$ cat config.mk
export PLATFORM = sky130hd
export DESIGN_NAME = int_to_fp_pipeline_hs_flat
export DESIGN_NICKNAME = d
export VERILOG_FILES = /design/src/rtl/int_to_fp_pipeline_hs_pkg.sv /design/src/rtl/int_to_fp_pipeline_hs_if.sv /design/src/rtl/int_to_fp_pipeline_hs_fp_lzc.sv /design/src/rtl/int_to_fp_pipeline_hs.sv /design/src/flat_wrapper.sv
export SDC_FILE = /design/constraint.sdc
export NUM_CORES = 1
export LEC_CHECK = 0
export CAP_MARGIN = 10
export CORE_MARGIN = 3
export CORE_UTILIZATION = 47
export DETAILED_ROUTE_END_ITERATION = 7
export GPL_TIMING_DRIVEN = 0
export PLACE_DENSITY_LB_ADDON = 0.08
export SKIP_LAST_GASP = 1
export SYNTH_ARGS = -nofsm -noshare
export SYNTH_HDL_FRONTEND = slang
export SYNTH_HIERARCHICAL = 1
export SYNTH_SLANG_ARGS = --single-unit
$ cat constraint.sdc
create_clock -name clk -period 4.44 [get_ports clk]
set_input_delay 0.444 -clock clk [delete_from_list [all_inputs] [get_ports clk]]
set_output_delay 0.444 -clock clk [all_outputs]
set_load 0.005 [all_outputs]
$ cat src/rtl/int_to_fp_pipeline_hs_pkg.sv
// Shared definitions for the integer-to-float converter: rounding-mode codes
// and parameter-derived widths.
package int_to_fp_pipeline_hs_pkg;

   typedef enum logic [1:0] {
      RND_RNE = 2'b00,
      RND_RTZ = 2'b01,
      RND_RUP = 2'b10,
      RND_RDN = 2'b11
   } rnd_mode_e;

   function automatic int unsigned fp_width(input int unsigned exp_w, input int unsigned man_w);
      return 32'd1 + exp_w + man_w;
   endfunction

   function automatic int unsigned fp_bias(input int unsigned exp_w);
      return (32'd1 << (exp_w - 32'd1)) - 32'd1;
   endfunction

   function automatic int unsigned shamt_width(input int unsigned int_w);
      return $clog2(int_w);
   endfunction

endpackage

$ cat src/rtl/int_to_fp_pipeline_hs_if.sv
// Valid/ready bus between an integer producer, the converter and the float consumer.
interface int_to_fp_pipeline_hs_if #(
   parameter int unsigned INT_W = 32,
   parameter int unsigned FP_W  = 32
);
   logic             in_valid;
   logic             in_ready;
   logic [INT_W-1:0] int_in;
   logic             is_signed;
   logic [1:0]       rnd_mode;
   logic             out_valid;
   logic             out_ready;
   logic [FP_W-1:0]  result;
   logic             Overflow;
   logic             Inexact;

   modport master (
      output in_valid, int_in, is_signed, rnd_mode, out_ready,
      input  in_ready, out_valid, result, Overflow, Inexact
   );

   modport slave (
      input  in_valid, int_in, is_signed, rnd_mode, out_ready,
      output in_ready, out_valid, result, Overflow, Inexact
   );
endinterface

$ cat src/rtl/int_to_fp_pipeline_hs_fp_lzc.sv
// Combinational leading-zero counter; count is only meaningful when o_zero is low.
module fp_lzc #(
   parameter int unsigned WIDTH = 32
) (
   input  logic [WIDTH-1:0]         i_data,
   output logic [$clog2(WIDTH)-1:0] o_count,
   output logic                     o_zero
);
   localparam int unsigned CNT_W = $clog2(WIDTH);

   // Highest set bit wins because later iterations overwrite earlier ones.
   always_comb begin
      o_count = CNT_W'(WIDTH - 1);
      for (int unsigned i = 0; i < WIDTH; i++) begin
         if (i_data[i]) o_count = CNT_W'(WIDTH - 1 - i);
      end
   end

   assign o_zero = ~|i_data;

endmodule

$ cat src/rtl/int_to_fp_pipeline_hs.sv
// Three-stage signed/unsigned integer to IEEE-754 converter with valid/ready
// flow control: S1 magnitude, S2 normalise, S3 round/pack/saturate.
module int_to_fp_pipeline_hs
   import int_to_fp_pipeline_hs_pkg::*;
#(
   parameter int unsigned INT_W = 32,
   parameter int unsigned EXP_W = 8,
   parameter int unsigned MAN_W = 23
) (
   input logic                   clk,
   input logic                   rst,
   int_to_fp_pipeline_hs_if.slave bus
);
   localparam int unsigned FP_W  = fp_width(EXP_W, MAN_W);
   localparam int unsigned BIAS  = fp_bias(EXP_W);
   localparam int unsigned SHW   = shamt_width(INT_W);
   localparam int unsigned EXW   = EXP_W + SHW + 2;
   localparam int unsigned EXT_W = INT_W + MAN_W;
   localparam logic [EXW-1:0] EXP_MAX = EXW'((32'd1 << EXP_W) - 32'd1);

   // Handshake chain
   logic w_s1_adv, w_s2_adv, w_s3_adv, w_in_fire;
   logic r_s1_valid, r_s2_valid, r_s3_valid;

   assign w_s3_adv     = !r_s3_valid || bus.out_ready;
   assign w_s2_adv     = !r_s2_valid || w_s3_adv;
   assign w_s1_adv     = !r_s1_valid || w_s2_adv;
   assign w_in_fire    = bus.in_valid && w_s1_adv;
   assign bus.in_ready = w_s1_adv;

   always_ff @(posedge clk) begin
      if (rst) begin
         r_s1_valid <= 1'b0;
         r_s2_valid <= 1'b0;
      end else begin
         if (w_s1_adv) r_s1_valid <= bus.in_valid;
         if (w_s2_adv) r_s2_valid <= r_s1_valid;
      end
   end

   // S1: sign and magnitude; the most-negative value maps to 2^(INT_W-1)
   logic             w_s1_sign;
   logic [INT_W-1:0] w_s1_mag;
   logic             r_s1_sign;
   logic [INT_W-1:0] r_s1_mag;
   rnd_mode_e        r_s1_rnd;

   assign w_s1_sign = bus.is_signed & bus.int_in[INT_W-1];
   assign w_s1_mag  = w_s1_sign ? (~bus.int_in + INT_W'(1)) : bus.int_in;

   always_ff @(posedge clk) begin
      if (w_in_fire) begin
         r_s1_sign <= w_s1_sign;
         r_s1_mag  <= w_s1_mag;
         r_s1_rnd  <= rnd_mode_e'(bus.rnd_mode);
      end
   end

   // S2: normalise, extract mantissa, guard and sticky
   logic [SHW-1:0]   w_lz;
   logic             w_zero;
   logic [INT_W-2:0] w_frac;
   logic [EXT_W-1:0] w_ext;

   fp_lzc #(.WIDTH(INT_W)) u_lzc (
      .i_data  (r_s1_mag),
      .o_count (w_lz),
      .o_zero  (w_zero)
   );

   assign w_frac = (INT_W-1)'(r_s1_mag << w_lz);
   assign w_ext  = {w_frac, {(MAN_W+1){1'b0}}};

   logic             r_s2_sign, r_s2_zero, r_s2_g, r_s2_s;
   logic [SHW-1:0]   r_s2_p;
   logic [MAN_W-1:0] r_s2_man;
   rnd_mode_e        r_s2_rnd;

   always_ff @(posedge clk) begin
      if (w_s2_adv && r_s1_valid) begin
         r_s2_sign <= r_s1_sign;
         r_s2_zero <= w_zero;
         r_s2_rnd  <= r_s1_rnd;
         r_s2_p    <= SHW'(INT_W - 1) - w_lz;
         r_s2_man  <= w_ext[EXT_W-1 -: MAN_W];
         r_s2_g    <= w_ext[INT_W-1];
         r_s2_s    <= |w_ext[INT_W-2:0];
      end
   end

   // S3: round, detect exponent overflow, saturate per rounding mode
   logic             w_inc, w_ovf, w_inx;
   logic [MAN_W:0]   w_man_sum;
   logic [EXW-1:0]   w_exp;
   logic [FP_W-1:0]  w_res, w_inf, w_maxf;

   always_comb begin
      w_inc = 1'b0;
      case (r_s2_rnd)
         RND_RNE: w_inc = r_s2_g & (r_s2_s | r_s2_man[0]);
         RND_RTZ: w_inc = 1'b0;
         RND_RUP: w_inc = (r_s2_g | r_s2_s) & ~r_s2_sign;
         RND_RDN: w_inc = (r_s2_g | r_s2_s) & r_s2_sign;
         default: w_inc = 1'b0;
      endcase
      w_man_sum = {1'b0, r_s2_man} + (MAN_W+1)'(w_inc);
      w_exp     = EXW'(BIAS) + EXW'(r_s2_p) + EXW'(w_man_sum[MAN_W]);
      w_ovf     = (w_exp >= EXP_MAX);
      w_inx     = r_s2_g | r_s2_s;
      w_inf     = {r_s2_sign, {EXP_W{1'b1}}, {MAN_W{1'b0}}};
      w_maxf    = {r_s2_sign, {(EXP_W-1){1'b1}}, 1'b0, {MAN_W{1'b1}}};
      w_res     = {r_s2_sign, w_exp[EXP_W-1:0], w_man_sum[MAN_W-1:0]};
      if (r_s2_zero) begin
         w_res = '0;
         w_inx = 1'b0;
         w_ovf = 1'b0;
      end else if (w_ovf) begin
         w_inx = 1'b1;
         case (r_s2_rnd)
            RND_RNE: w_res = w_inf;
            RND_RTZ: w_res = w_maxf;
            RND_RUP: w_res = r_s2_sign ? w_maxf : w_inf;
            RND_RDN: w_res = r_s2_sign ? w_inf : w_maxf;
            default: w_res = w_inf;
         endcase
      end
   end

   logic [FP_W-1:0] r_result;
   logic            r_ovf, r_inx;

   always_ff @(posedge clk) begin
      if (rst) begin
         r_s3_valid <= 1'b0;
         r_result   <= '0;
         r_ovf      <= 1'b0;
         r_inx      <= 1'b0;
      end else if (w_s3_adv) begin
         r_s3_valid <= r_s2_valid;
         if (r_s2_valid) begin
            r_result <= w_res;
            r_ovf    <= w_ovf;
            r_inx    <= w_inx;
         end
      end
   end

   assign bus.out_valid = r_s3_valid;
   assign bus.result    = r_result;
   assign bus.Overflow  = r_ovf;
   assign bus.Inexact   = r_inx;

endmodule

$ cat src/flat_wrapper.sv
// flat-port wrapper written by rule: the top's interface ports become plain ports
module int_to_fp_pipeline_hs_flat import int_to_fp_pipeline_hs_pkg::*;
#(
   parameter int unsigned INT_W = 32,
   parameter int unsigned EXP_W = 8,
   parameter int unsigned MAN_W = 23
)
  (clk, rst, bus_in_valid, bus_int_in, bus_is_signed, bus_rnd_mode, bus_out_ready, bus_in_ready, bus_out_valid, bus_result, bus_Overflow, bus_Inexact);
  int_to_fp_pipeline_hs_if #(.INT_W(INT_W), .FP_W(32)) bus_i ();
  input logic clk;
  input logic rst;
  input wire logic [$bits(bus_i.in_valid)-1:0] bus_in_valid;
  input wire logic [$bits(bus_i.int_in)-1:0] bus_int_in;
  input wire logic [$bits(bus_i.is_signed)-1:0] bus_is_signed;
  input wire logic [$bits(bus_i.rnd_mode)-1:0] bus_rnd_mode;
  input wire logic [$bits(bus_i.out_ready)-1:0] bus_out_ready;
  output wire logic [$bits(bus_i.in_ready)-1:0] bus_in_ready;
  output wire logic [$bits(bus_i.out_valid)-1:0] bus_out_valid;
  output wire logic [$bits(bus_i.result)-1:0] bus_result;
  output wire logic [$bits(bus_i.Overflow)-1:0] bus_Overflow;
  output wire logic [$bits(bus_i.Inexact)-1:0] bus_Inexact;
  assign bus_i.in_valid = bus_in_valid;
  assign bus_i.int_in = bus_int_in;
  assign bus_i.is_signed = bus_is_signed;
  assign bus_i.rnd_mode = bus_rnd_mode;
  assign bus_i.out_ready = bus_out_ready;
  assign bus_in_ready = bus_i.in_ready;
  assign bus_out_valid = bus_i.out_valid;
  assign bus_result = bus_i.result;
  assign bus_Overflow = bus_i.Overflow;
  assign bus_Inexact = bus_i.Inexact;
  int_to_fp_pipeline_hs #(.INT_W(INT_W), .EXP_W(EXP_W), .MAN_W(MAN_W)) u_core (.clk(clk), .rst(rst), .bus(bus_i));
endmodule
==> metrics <==
status complete, no violations; Netlist cell types 64; commonest non-fill, non-tap cell in the layout nor2_1; most frequent cells in the layout 90 x nor2_1, 74 x clkdlybuf4s50_1, 69 x edfxtp_1, 55 x nand2_1; via count 5391; CP endpoint kind flip-flop; WS Path Type flip-flop to flip-flop; clock share of power 0.288; MaxCap Viol Count 0; post-synthesis sequential area ratio 0.440; RePlAce Congestion 0.928; pwr dens 330 nW/um^2; Area Overhead vs Synth 20.2%; postcts setup bufs 0; GRT overflow 0; Worst path max stage delay 0.57 ns; main area contributors after synthesis edfxtp_1 32%, dfxtp_1 12%, nor2_1 5.3%, mux2_2 4.1%, xnor2_1 3.7%; critical-path maximum fanout 9; DRC Markers 0; Async SR Flop Fraction 0; Total GRT Usage 0.220; minimum clock period 3.51 ns; number of DRC markers in iteration 0 326; num rows 41; # resized after CTS 0; Reg2Reg Depth 11; Routed Wire Length 16000 um; FMAX 285 MHz; FILL cells 1139; Reg clk slew, reported paths 0.07 ns; Setup TNS 0 ns; DR pass1 iterations 5; Routed Antenna Nets 0; Psw 0.000750 W; HPWL after DPL 12900 um; Synth Register Bits 106; maximum VDD drop 0.237 mV; vias per inst 5.74; Final Util 0.592; Initial Util 0.492; Hold Crit Class flip-flop to flip-flop; synth warn 6; clk buf depth 2; Yosys top cell area share 0.324; Final Hold Vio Count 0; core footprint 13000 um^2; Final Skew 0.00920 ns; root buffer cell clkbuf_16; worst path cell trace or4_4, a21boi_1, o21bai_1, a21boi_1, clkbuf_1, or2_2, clkbuf_1, o22ai_1, a221oi_1, a21oi_1, a221oi_1; Sw Ratio 0.296; clk sink count 106; sequential share of power 0.478; IO Pins 75; first-pass GRT wire length 25700 um; kind of start point of the critical path flip-flop; post-synth net total 720; CTS tree built; synthesized area 6390 um^2; placed cell areas 7410 um^2; syn avg cell area 9.45 um^2; predominant post-synthesis flop cell edfxtp_1; RSZ-0062 raised after global routing false; data arrival time of the worst path 3.63 ns; Hold Buf Count CTS 0; slowest stage cell on the critical path or4_4; die area 15000 um^2; Final setup viols 0; Clk Latency, worst-skew pair 0.35 ns; most area-hungry cell type in the Yosys netlist edfxtp_1; Gate power share 0.234; antenna violations before repair 0; WHS Path Cells 0; required time of the critical path 4.55 ns; Pint 0.00178 W; Power, Total 0.00253 W; number of global-route vias before repair 5174; hold slack 0.431 ns; Post-synth EDFFs 69; ratio of cells with drive above 1 in the final layout 0.0846; Syn Inst Count 676; largest net degree at the start of global routing 34; wire per inst 17.0 um; Worst-Margin Slew 0.977 ns; Die X 123 um; final net count 807; H-Tree Level Count 3; final slew viol count 0; port bufs 74; P_leak 2.66 nW; n_diodes 0; Die Span Y 123 um; Max-slew headroom 0.343; Final Cell Area 7680 um^2; Inserted Clock Buffers 9; fin crit share 0.791
==> cells in the mapped netlist (all sizes together) (4+ instances only) <==
cell type  number
mux2           23
ha              5
a31oi           8
mux4            4
a21oi          36
a22oi           8
nand2          55
nor2           91
o211ai          4
nor3           25
mux2i          23
nand4          10
nor2b          10
o21ai          37
dfxtp          37
xor2           26
nand3          14
o22ai          16
and3            5
xnor2          27
buf            12
edfxtp         69
nor4           11
a221oi          5
clkbuf         21
a21boi          4
a211oi         14
or3             5
nand2b          8
o21bai          4
inv            18
==> flip-flops by register name, indices dropped and copies added (netlist names), 2 cells and up <==
register	flops
u_core/r_s2_p	5
u_core/r_s1_mag	32
u_core/bus.result	32
u_core/r_s2_man	23
u_core/r_s1_rnd	2
u_core/r_s2_rnd	2
==> final timing paths <==
check | start | to | slack, ns
worst max-delay path | u_core/r_s1_mag[7]$_DFFE_PP_ | u_core/r_s2_man[18]$_DFFE_PP_ | 0.93
worst min-delay path | u_core/r_s1_rnd[1]$_DFFE_PP_ | u_core/r_s2_rnd[1]$_DFFE_PP_ | 0.43
worst max register to register | u_core/r_s1_mag[7]$_DFFE_PP_ | u_core/r_s2_man[18]$_DFFE_PP_ | 0.93
worst min register to register | u_core/r_s1_rnd[1]$_DFFE_PP_ | u_core/r_s2_rnd[1]$_DFFE_PP_ | 0.43
==> metrics by stage <==
step | setup WS [ns] | instances
floorplan | 0.915 | 676
global placement | -0.300 | 922
detailed placement | 0.960 | 924
CTS | 0.938 | 940
global route | 0.691 | 940
finish | 0.929 | 940
==> logic make-up (layout without fill, tap and decap cells) <==
| logic type | count (synthesis) | after routing | share of synthesized area |
|---|---|---|---|
| simple gates | 251 | 251 | 0.194 |
| fa+ha+maj | 5 | 5 | 0.00979 |
| compound gates | 159 | 159 | 0.158 |
| buf+inv | 52 | 144 | 0.0345 |
| xor+xnor | 53 | 53 | 0.0726 |
| flops | 106 | 106 | 0.440 |
| mux | 50 | 50 | 0.0906 |
==> final cells by class <==
type	count	area [um^2]	share of cell area
Timing Repair Buffer	76	781	0.102
Sequential cell	106	2810	0.366
Multi-Input combinational cell	518	3380	0.441
Buffer	33	149	0.0194
Clock buffer	9	225	0.0293
Clock inverter	7	43.8	0.00570
Inverter	19	71.3	0.00928
Tap cell	172	215	0.0280
==> worst max-delay path, delay by kind of cell, from the launching register on <==
kind	cells	cell delay, ns
compound gates	7	1.52
buf+inv	2	0.57
flops	1	0.46
simple gates	2	0.74
==> power by group through the flow <==
stage / Combinational [W] / Clock [W] / Sequential [W]
after floorplan: 0.000399 / 0 / 0.00121
after global placement: 0.000578 / 0 / 0.00123
after detailed placement: 0.000585 / 0 / 0.00123
after CTS: 0.000589 / 0.000756 / 0.00121
after global routing: 0.000647 / 0.000791 / 0.00122
final: 0.000592 / 0.000729 / 0.00121
==> layer usage <==
metal	vias to the layer above	part of all wire	global-route usage	wire length, um
met3	36	0.041	0.0336	651
li1	2683	-	-	-
met5	-	0	0	0
met4	0	0.035	0.104	559
met1	2502	0.40	0.239	6400
met2	170	0.52	0.416	8370
No activity file was read; power rests on OpenSTA's default activity.
